===== config.mk =====
export PLATFORM = sky130hd
export DESIGN_NAME = vc_meta_plru_store
export DESIGN_NICKNAME = d
export VERILOG_FILES = /design/src/rtl/vc_meta_plru_store_pkg.sv /design/src/rtl/vc_meta_plru_store_plru_tree.sv /design/src/rtl/vc_meta_plru_store.sv
export SDC_FILE = /design/constraint.sdc
export NUM_CORES = 1
export LEC_CHECK = 0
export ABC_AREA = 1
export ABC_CLOCK_PERIOD_IN_PS = 1900
export BUFFER_PORTS_ARGS = -buffer_cell sky130_fd_sc_hd__buf_2
export CAP_MARGIN = 20
export CORE_ASPECT_RATIO = 0.5
export CORE_MARGIN = 3
export CORE_UTILIZATION = 30
export CTS_CLUSTER_SIZE = 25
export DETAILED_ROUTE_END_ITERATION = 7
export PLACE_DENSITY = 0.52
export SLEW_MARGIN = 15
export SYNTH_ARGS = -nofsm -noshare
export SYNTH_HDL_FRONTEND = slang
export SYNTH_SLANG_ARGS = --single-unit

===== constraint.sdc =====
create_clock -name clk -period 1.9 [get_ports clk]
set_input_delay 0 -clock clk [delete_from_list [all_inputs] [get_ports clk]]
set_output_delay 0 -clock clk [all_outputs]
set_load 0.01 [all_outputs]

===== src/rtl/vc_meta_plru_store_pkg.sv =====
// Shared types and helpers for the victim-cache metadata store: flush FSM states,
// tree-PLRU touch/victim walks and the first-invalid priority encoder.
package vc_meta_pkg;

  typedef enum logic [1:0] {IDLE, SCAN, EMIT, DONE} flush_state_e;

  // Helpers work on the largest supported tree; callers zero-extend and pass idx_w.
  localparam int MAX_IDX_W = 8;
  localparam int MAX_SIZE  = 1 << MAX_IDX_W;

  typedef logic [MAX_SIZE-2:0]  plru_tree_t;
  typedef logic [MAX_IDX_W-1:0] idx_t;

  function automatic plru_tree_t plru_touch(input plru_tree_t tree, input idx_t idx,
                                            input int idx_w);
    plru_tree_t t;
    int         node;
    logic       b;
    t    = tree;
    node = 0;
    for (int lvl = 0; lvl < MAX_IDX_W; lvl++) begin
      if (lvl < idx_w) begin
        b       = idx[idx_w-1-lvl];
        t[node] = ~b;
        node    = 2 * node + 1 + int'(b);
      end
    end
    return t;
  endfunction

  function automatic idx_t plru_victim(input plru_tree_t tree, input int idx_w);
    idx_t v;
    int   node;
    logic b;
    v    = '0;
    node = 0;
    for (int lvl = 0; lvl < MAX_IDX_W; lvl++) begin
      if (lvl < idx_w) begin
        b              = tree[node];
        v[idx_w-1-lvl] = b;
        node           = 2 * node + 1 + int'(b);
      end
    end
    return v;
  endfunction

  // Scanning from the top down lets the lowest invalid index win.
  function automatic idx_t first_invalid(input logic [MAX_SIZE-1:0] valid, input int size);
    idx_t v;
    v = '0;
    for (int i = MAX_SIZE - 1; i >= 0; i--) begin
      if (i < size && !valid[i]) v = idx_t'(i);
    end
    return v;
  endfunction

endpackage


===== src/rtl/vc_meta_plru_store_plru_tree.sv =====
// Tree-PLRU state for the victim cache: one touch per cycle, victim leaf decoded
// combinationally from the registered tree.
module vc_plru_tree
  import vc_meta_pkg::*;
#(
  parameter int VC_SIZE = 8,
  parameter int IDX_W   = $clog2(VC_SIZE)
) (
  input  logic             clk,
  input  logic             rst,
  input  logic             touch_en,
  input  logic [IDX_W-1:0] touch_idx,
  output logic [IDX_W-1:0] victim_idx
);

  logic [VC_SIZE-2:0] tree_q;
  plru_tree_t         tree_ext;
  plru_tree_t         tree_nxt;
  idx_t               victim_ext;
  logic               unused_ext_bits;

  always_comb begin
    tree_ext                = '0;
    tree_ext[VC_SIZE-2:0]   = tree_q;
    tree_nxt                = plru_touch(tree_ext, idx_t'(touch_idx), IDX_W);
    victim_ext              = plru_victim(tree_ext, IDX_W);
  end

  always_ff @(posedge clk) begin
    if (!rst) begin
      tree_q <= '0;
    end else if (touch_en) begin
      tree_q <= tree_nxt[VC_SIZE-2:0];
    end
  end

  assign victim_idx      = victim_ext[IDX_W-1:0];
  assign unused_ext_bits = ^{tree_nxt, victim_ext};

endmodule


===== src/rtl/vc_meta_plru_store.sv =====
// Victim-cache metadata store: valid/dirty arrays, PLRU replacement and a dirty-flush
// walker that streams dirty indices to writeback over valid/ready.
module vc_meta_plru_store
  import vc_meta_pkg::*;
#(
  parameter int VC_SIZE = 8,
  parameter int IDX_W   = $clog2(VC_SIZE)
) (
  input  logic               clk,
  input  logic               rst,
  input  logic               fill_en,
  input  logic [IDX_W-1:0]   fill_idx,
  input  logic               fill_dirty,
  input  logic               wr_hit_en,
  input  logic [IDX_W-1:0]   wr_hit_idx,
  input  logic               rd_hit_en,
  input  logic [IDX_W-1:0]   rd_hit_idx,
  input  logic               inval_en,
  input  logic [IDX_W-1:0]   inval_idx,
  output logic [VC_SIZE-1:0] valid_vec,
  output logic [VC_SIZE-1:0] dirty_vec,
  output logic [IDX_W-1:0]   victim_idx,
  output logic               victim_dirty,
  input  logic               flush_req,
  output logic               flush_busy,
  output logic               wb_valid,
  output logic [IDX_W-1:0]   wb_idx,
  input  logic               wb_ready,
  output logic               flush_done
);

  localparam logic [IDX_W-1:0] LAST_IDX = IDX_W'(VC_SIZE - 1);

  flush_state_e          state;
  logic [IDX_W-1:0]      ptr;
  logic [VC_SIZE-1:0]    valid_q;
  logic [VC_SIZE-1:0]    dirty_q;
  logic [VC_SIZE-1:0]    valid_nxt;
  logic [VC_SIZE-1:0]    dirty_nxt;
  logic                  busy;
  logic                  wb_accept;
  logic                  last_ptr;
  logic                  touch_en;
  logic [IDX_W-1:0]      touch_idx;
  logic [IDX_W-1:0]      plru_idx;
  logic [MAX_SIZE-1:0]   valid_ext;
  idx_t                  first_inv_ext;
  logic                  unused_inv_bits;

  assign busy      = (state != IDLE);
  assign wb_accept = (state == EMIT) && wb_ready;
  assign last_ptr  = (ptr == LAST_IDX);

  // Single touch per cycle; fill and wr_hit are locked out while the walker runs.
  always_comb begin
    touch_en  = 1'b0;
    touch_idx = rd_hit_idx;
    if (!busy && fill_en) begin
      touch_en  = 1'b1;
      touch_idx = fill_idx;
    end else if (!busy && wr_hit_en) begin
      touch_en  = 1'b1;
      touch_idx = wr_hit_idx;
    end else if (rd_hit_en) begin
      touch_en  = 1'b1;
      touch_idx = rd_hit_idx;
    end
  end

  // Write order gives inval > fill > wr_hit when they land on the same entry.
  always_comb begin
    valid_nxt = valid_q;
    dirty_nxt = dirty_q;
    if (!busy) begin
      if (wr_hit_en) dirty_nxt[wr_hit_idx] = 1'b1;
      if (fill_en) begin
        valid_nxt[fill_idx] = 1'b1;
        dirty_nxt[fill_idx] = fill_dirty;
      end
      if (inval_en) begin
        valid_nxt[inval_idx] = 1'b0;
        dirty_nxt[inval_idx] = 1'b0;
      end
    end
    if (wb_accept) dirty_nxt[ptr] = 1'b0;
  end

  always_ff @(posedge clk) begin
    if (!rst) begin
      state   <= IDLE;
      ptr     <= '0;
      valid_q <= '0;
      dirty_q <= '0;
    end else begin
      valid_q <= valid_nxt;
      dirty_q <= dirty_nxt;
      case (state)
        IDLE: begin
          if (flush_req) begin
            state <= SCAN;
            ptr   <= '0;
          end
        end
        SCAN: begin
          if (valid_q[ptr] && dirty_q[ptr]) state <= EMIT;
          else if (last_ptr)                state <= DONE;
          else                              ptr   <= ptr + 1'b1;
        end
        EMIT: begin
          if (wb_ready) begin
            if (last_ptr) begin
              state <= DONE;
            end else begin
              ptr   <= ptr + 1'b1;
              state <= SCAN;
            end
          end
        end
        DONE:    state <= IDLE;
        default: state <= IDLE;
      endcase
    end
  end

  vc_plru_tree #(
    .VC_SIZE (VC_SIZE),
    .IDX_W   (IDX_W)
  ) u_plru (
    .clk        (clk),
    .rst        (rst),
    .touch_en   (touch_en),
    .touch_idx  (touch_idx),
    .victim_idx (plru_idx)
  );

  always_comb begin
    valid_ext              = '1;
    valid_ext[VC_SIZE-1:0] = valid_q;
    first_inv_ext          = first_invalid(valid_ext, VC_SIZE);
  end

  assign unused_inv_bits = ^first_inv_ext;

  assign victim_idx   = (&valid_q) ? plru_idx : first_inv_ext[IDX_W-1:0];
  assign victim_dirty = valid_q[victim_idx] & dirty_q[victim_idx];
  assign valid_vec    = valid_q;
  assign dirty_vec    = dirty_q;
  assign flush_busy   = busy;
  assign wb_valid     = (state == EMIT);
  assign wb_idx       = ptr;
  assign flush_done   = (state == DONE);

endmodule

==> run_results.csv, run 1 <==
group,metric,value,unit
drt,final_antenna_net_count,0,
layout,insertedDiodeCount,0,
layout,area_delta_synth_final,31.0,%
worst_setup_path,crit_path_top_delay_cell,"dfxtp_4",
clock_tree,htreeDepth,1,
run_status,run_status,"complete, but fails checks",
layout,layout.cell_area.non_filler,2650,um^2
clock_tree,cts_buffer_depth,2,
worst_hold_path,hold_class,"in2reg",
floorplan,design.portCount,47,
job,max-cap-violations,0,
worst_setup_path,crit_path_leading_delay_family,"simple AND/OR/NAND/NOR gates",
clock_tree,clkTransAtPathRegs,0.07,ns
floorplan,dieWidth,122,um
pwr,post_layout_total_power,3000,uW
worst_setup_path,cp-start-kind,"flip-flop",
sta,minimum_period_implied_by_the_final_worst_setup_slack,2.00,ns
worst_setup_path,cells_along_the_critical_path,"inv_4 -> buf_4 -> ha_4 -> inv_2 -> nand3_2 -> a21oi_2 -> nand2_2 -> nand2_4 -> nand2_2 -> nand3_2 -> nand3_2 -> nand2_1 -> inv_1 -> buf_2",
global_routing,groute.usage.overall,0.177,
worst_setup_path,setup.worst_path.end_class,"output pin",
yosys,syn-instance-count,314,
sta,slew-limit-headroom,0.732,
worst_setup_path,timing_worst_setup_path_type,"reg2out",
placed_design,finalWeightedCongestion,0.907,
drt,via_count,2406,
placed_design,hpwl,5.44,mm
sta,final_worst_path_cycle_share,1.05,
clock_tree,clock_tree_root,"clkbuf_16",
clock_tree,cts_buffers,3,
drt,routed_wire_length_per_instance,14.8,um
floorplan,die_y,64.0,um
floorplan,rows,20,
drt,initialDrtViolationCount,199,
clock_tree,clock_latency,0.26,ns
sta,rsz0062_at_grt,"true",
placed_design,dpl_cell_area,2420,um^2
drt,dr.pass1.iters,5,
yosys,portion_of_the_post_synthesis_area_used_by_sequential_elements,0.277,
yosys,cell_area_synth,2020,um^2
layout,finalCoreUtilization,0.421,
placed_design,numPortBuffers,46,
worst_setup_path,required,1.90,ns
worst_setup_path,critical_path.n_buffers_inverters,5,
drt,remaining_drc_errors,0,
sta,clock-skew-final,0.00494,ns
clock_tree,postCtsHoldBufs,0,
global_routing,largest_net_degree_at_the_start_of_global_routing,15,
floorplan,floorplan.initialDensity,0.322,
worst_setup_path,crit_arrival,2.00,ns
clock_tree,clkSinkCount,28,
global_routing,first_global_vias,2291,
clock_tree,clock_tree_from_tritoncts,"done",
worst_setup_path,cp_slowest_stage_delay,0.37,ns
sta,tightest_slew,0.397,ns
sta,setup-violations-final,1,
pwr,irDropWorstVdd,310,uV
yosys,synthDistinctLibCells,35,
placed_design,pre_cts_ws,-0.0423,ns
worst_setup_path,worst-path-max-fanout,5,
floorplan,die-area,7820,um^2
run_status,failed_checks,"negative setup slack",
floorplan,fp.coreArea,6280,um^2
yosys,ys_seq_elements,28,
yosys,syn-mean-instance-area,6.44,um^2
yosys,ys_warn_count,0,
pwr,p_per_area,1130,nW/um^2
pwr,p_leak,0.00129,uW
global_routing,grt_pass1_wl,11.1,mm
global_routing,antenna_found_initial,0,
drt,post_drt_via_cell_ratio,5.15,
global_routing,grt-ovfl-total,0,
yosys,syn-num-nets,343,
sta,final-max-slew-violation-count,0,
layout,nets_final,410,
sta,final.setup.worst_slack,-0.100,ns
sta,fmax,500,MHz
drt,wire_length_reported_by_the_detailed_router,6.92,mm
layout,post_route_cells_drive_above_1_share,0.298,
sta,finalHoldWorstSlack,0.0755,ns
sta,timing_hold_violations_final,0,
worst_setup_path,crit_path_frequent_cell,"nand3_2",
## registers in the layout (all words and copies together) (netlist names)
| signal | count |
|---|---|
| u_plru.tree_q | 7 |
| state | 2 |
| wb_idx | 3 |
| dirty_vec | 8 |
| valid_vec | 8 |
## worst register-to-register path, stage by stage (launching register included)
cell and delay, ns:
dfxtp_1 0.34, inv_1 0.10, ha_4 0.22, buf_4 0.15, nand3_1 0.09, o31ai_1 0.08, buf_4 0.16, a31oi_1 0.19
o21ai_0 0.13, a31oi_1 0.17
## cells in the mapped netlist
cell | n | share of area
nand2_4 | 3 | 0.017
a311oi_1 | 5 | 0.022
o31ai_1 | 2 | 0.0074
inv_1 | 52 | 0.097
nand3_2 | 1 | 0.0050
nand3_1 | 24 | 0.059
clkinv_1 | 1 | 0.0019
nand2_2 | 4 | 0.012
inv_2 | 5 | 0.0093
o21ai_2 | 2 | 0.0087
o22ai_1 | 4 | 0.012
a211oi_1 | 6 | 0.022
nor3_2 | 2 | 0.0099
nand2_1 | 77 | 0.14
clkbuf_1 | 1 | 0.0019
a2111oi_2 | 1 | 0.0074
o21bai_1 | 1 | 0.0037
a21oi_1 | 18 | 0.045
buf_6 | 2 | 0.011
o21ai_0 | 12 | 0.030
a31oi_1 | 4 | 0.012
nand4_1 | 2 | 0.0062
nand3b_1 | 1 | 0.0037
o211ai_1 | 7 | 0.026
nor2_1 | 27 | 0.050
a31o_2 | 1 | 0.0043
nor2_2 | 1 | 0.0031
o21ai_1 | 3 | 0.0074
nor3_1 | 3 | 0.0074
ha_1 | 8 | 0.050
or2_2 | 2 | 0.0062
dfxtp_1 | 28 | 0.28
a21oi_2 | 1 | 0.0043
o221ai_1 | 2 | 0.0087
nor3_4 | 1 | 0.0081
## cell usage in the layout, fill, tap and decap left out, types with 2 or more instances in the layout
cell and instances:
nand2_1 71, inv_1 50, buf_2 46, nor2_1 26
dfxtp_1 24, nand3_1 19, buf_4 19, a21oi_1 17
o21ai_0 12, nand2_2 8, o211ai_1 7, nand3_2 6
a211oi_1 6, ha_1 6, nand2_4 5, inv_2 5
a311oi_1 5, a31oi_1 4, o22ai_1 4, nor3_1 3
o21ai_1 3, clkbuf_16 3, dfxtp_2 3, a21oi_2 2
inv_4 2, nor3_2 2, o21ai_2 2, o31ai_1 2
nor2_2 2, nand4_1 2, or2_2 2, o221ai_1 2
ha_4 2
## where the power goes
part / internal [uW] / leakage (uW) / switching (uW)
clock: 280 / 0.0000370 / 204
sequential: 726 / 0.000231 / 141
combinational: 666 / 0.00102 / 985
## worst paths after layout
path	start	to	slack, ns	cells after the start
min	rst	state[1]	0.08	3
max reg2reg	state[0]	dirty_vec[0]	0.19	9
max	u_plru.tree_q[0]	victim_dirty	-0.10	14
min reg2reg	u_plru.tree_q[1]	u_plru.tree_q[1]	0.50	2
## cells by family after synthesis
family	Yosys count	synth area share
adder cells (fa/ha/maj)	8	0.0495
AND/OR/NAND/NOR	148	0.331
buffers and inverters	61	0.121
AO/OA/AOI/OAI	69	0.221
flip-flops	28	0.277
## metrics by stage
stage               setup TNS, ns  instances
floorplan                       0        314
global placement                0        457
detailed placement        -0.0423        457
CTS                       -0.0767        466
global route               -0.227        467
finish                     -0.100        467
## metal layers
metal  part of all wire  up-vias  wire [um]  track usage
met5                  0        -          0            0
met4              0.015        0        101       0.0363
met3              0.067       10        464       0.0283
met2               0.44      104       3070        0.299
met1               0.47     1121       3280        0.239
li1                   -     1171          -            -
## timing repair
action                                  CTS  global route
setup buffers                             6             1
pin swaps                                 8             9
gates resized for setup                  12            15
endpoints found under the setup margin    2            16
## cell type report
type                            count  area [um^2]
Tap cell                           88          110
Inverter                           58          223
Multi-Input combinational cell    225         1300
Sequential cell                    28          568
Clock buffer                        3         75.1
Timing Repair Buffer               65          373
Fill cell                         676         3630
No activity file was read; power rests on OpenSTA's default activity.
==> run 2, diff against run 1 <==
- ABC_CLOCK_PERIOD_IN_PS: 1900 -> 1800
- CORE_UTILIZATION: 30 -> 49
- PLACE_DENSITY: 0.52 -> 0.79
- SKIP_LAST_GASP: not set -> 1
- clock period: 1.9 -> 1.8 ns (I/O delays scaled with it)
==> run 2 against run 1 <==
Effect of this change:
- the run still ends with negative setup slack left
- worst setup slack worse by 0.18 ns
- combinational power up 13%
- clock skew up 0.0029 ns
- clock-buffer cell count up 1
- sequential cell count unchanged
- routed wire length down 5.1%
- global-route usage up 8.6 points
==> run_results.csv, run 2 (same netlist as run 1, synthesis figures left out) <==
group,metric,value,unit
global_routing,largest_net_degree_at_the_start_of_global_routing,16,
drt,routed_wire_length_per_instance,15.1,um
clock_tree,cts_buffer_depth,2,
drt,remaining_drc_errors,0,
sta,timing_hold_violations_final,0,
worst_setup_path,worst-r2r-cell-count,8,
clock_tree,cts_buffers,3,
layout,register_area,567,um^2
clock_tree,clock_latency,0.29,ns
sta,slew-limit-headroom,0.738,
worst_setup_path,crit_cells,16,
floorplan,dieWidth,96.8,um
global_routing,groute.usage.overall,0.263,
floorplan,rows,15,
sta,clock-skew-final,0.00786,ns
placed_design,numPortBuffers,46,
clock_tree,clock_tree_from_tritoncts,"done",
layout,post_route_cells_drive_above_1_share,0.327,
placed_design,finalWeightedCongestion,0.973,
worst_setup_path,required,1.80,ns
layout,insertedDiodeCount,0,
drt,post_drt_via_cell_ratio,5.55,
placed_design,hpwl,5.19,mm
layout,layout.cell_area.non_filler,2650,um^2
floorplan,die_y,51.4,um
sta,tightest_slew,0.389,ns
pwr,post_layout_total_power,3180,uW
sta,rsz0062_at_grt,"true",
sta,finalHoldWorstSlack,0.0382,ns
drt,initialDrtViolationCount,213,
clock_tree,clkTransAtPathRegs,0.11,ns
worst_setup_path,timing_worst_setup_path_type,"reg2out",
sta,final_worst_path_cycle_share,1.16,
job,max-cap-violations,0,
layout,final.fill_count,323,
global_routing,grt_pass1_wl,10.4,mm
layout,layout.cells.most_common_list,"70 x nand2_1, 47 x inv_1, 45 x buf_2",
pwr,p_per_area,1200,nW/um^2
drt,final_antenna_net_count,0,
global_routing,antenna_found_initial,0,
pwr,irDropWorstVdd,812,uV
sta,final.setup.worst_slack,-0.285,ns
placed_design,dpl.cell_count,425,
layout,area_delta_synth_final,30.9,%
layout,most_common_library_cell_in_the_layout_ignoring_fill_and_taps,"nand2_1",
layout,layout.cells.non_filler,436,
floorplan,fp.coreArea,3680,um^2
worst_setup_path,crit_path_top_delay_cell,"dfxtp_4",
floorplan,design.portCount,47,
clock_tree,clock_tree_root,"clkbuf_8",
pwr,p_leak,0.00130,uW
worst_setup_path,critPathCapture,"victim_dirty",
clock_tree,clkSinkCount,28,
worst_setup_path,setup.worst_path.end_class,"output pin",
worst_setup_path,crit_arrival,2.08,ns
worst_setup_path,cells_along_the_critical_path,"inv_4 -> nand2_4 -> nand2_4 -> inv_4 -> ha_4 -> inv_4 -> nand3_2 -> a21oi_2 -> nand2_2 -> nand2_4 -> nand2_2 -> nand3_2 -> nand3_2 -> nand2_2 -> inv_2 -> buf_6",
floorplan,floorplan.initialDensity,0.549,
floorplan,die-area,4980,um^2
run_status,failed_checks,"negative setup slack",
layout,nets_final,415,
placed_design,dpl_cell_area,2420,um^2
run_status,run_status,"complete, but fails checks",
drt,wire_length_reported_by_the_detailed_router,6.57,mm
worst_setup_path,worst_setup_path_startpoint,"u_plru.tree_q[0]",
worst_setup_path,rr_endpoint,"u_plru.tree_q[5]",
drt,dr.pass1.iters,8,
global_routing,grt-ovfl-total,0,
sta,final-max-slew-violation-count,0,
sta,setup-violations-final,2,
worst_setup_path,worst-path-max-fanout,5,
layout,multi_input_area,1320,um^2
sta,minimum_period_implied_by_the_final_worst_setup_slack,2.08,ns
sta,fmax,480,MHz
worst_setup_path,cp-start-kind,"flip-flop",
global_routing,first_global_vias,2202,
worst_setup_path,r2r_setup_slack,0.14,ns
layout,finalCoreUtilization,0.719,
clock_tree,htreeDepth,1,
worst_setup_path,worstReg2RegStart,"state[0]",
worst_setup_path,crit_path_leading_delay_family,"simple AND/OR/NAND/NOR gates",
worst_hold_path,hold_class,"in2reg",
drt,via_count,2420,
worst_setup_path,cp_slowest_stage_delay,0.37,ns
worst_setup_path,critical_path.n_buffers_inverters,5,
==> run 2: cell types whose count changed in the layout (fill, tap and decap cells not counted), sizes merged <==
| cell | change |
|---|---|
| clkbuf | +1 |
| buf | +5 |
==> run 2: through the flow <==
step / setup slack (ns) / TNS, ns
after floorplan: 0.130 / 0
after global placement: 0.0490 / 0
after detailed placement: -0.0969 / -0.131
after CTS: -0.206 / -0.206
after global routing: -0.369 / -0.525
final: -0.285 / -0.304
==> run 2: worst min path at each step <==
stage / start / to / slack, ns / cells past startpoint
finish: wr_hit_idx[2] / dirty_vec[0] / 0.04 / 4
global route: wr_hit_idx[2] / dirty_vec[0] / 0.05 / 4
CTS: wr_hit_idx[2] / dirty_vec[0] / 0.04 / 4
detailed placement: wr_hit_idx[2] / dirty_vec[0] / 0.34 / 4
global placement: wr_hit_idx[2] / dirty_vec[0] / 0.35 / 4
floorplan: rst / valid_vec[0] / 0.15 / 2
==> run 2: final cells by class <==
cell class / count / share of cell area
inverters: 58 / 0.0851
multi-input cells: 225 / 0.498
clock buffers: 4 / 0.0208
well taps: 51 / 0.0241
flip-flops and latches: 28 / 0.214
repair buffers: 70 / 0.158
==> run 2: per-layer routing <==
metal / share of wire / up-vias / global-route usage
li1: - / 1188 / -
met1: 0.45 / 1129 / 0.347
met2: 0.46 / 93 / 0.452
met3: 0.072 / 10 / 0.0463
met4: 0.016 / 0 / 0.0653
met5: 0 / - / 0
==> run 2: where the power goes <==
part | internal (uW) | switching [uW] | leakage, uW
registers | 763 | 136 | 0.000231
logic | 774 | 1090 | 0.00104
clock network | 197 | 217 | 0.0000288
total | 1730 | 1440 | 0.00130
==> run 2: repair_timing <==
item / CTS / global route
gates cloned: 0 / 0
endpoints found under the setup margin: 5 / 11
resized for setup: 15 / 21
buffers inserted: 3 / 4
hold buffers: 0 / 0
pin swaps: 9 / 17
==> run 2: worst reg2reg max path: stages (launching register included) <==
cell and delay, ns:
dfxtp_1 0.33, inv_2 0.10, ha_4 0.19, nand2_4 0.08
o211ai_1 0.16, o21ai_1 0.13, nor2_2 0.26, a21oi_1 0.11
a311oi_1 0.24
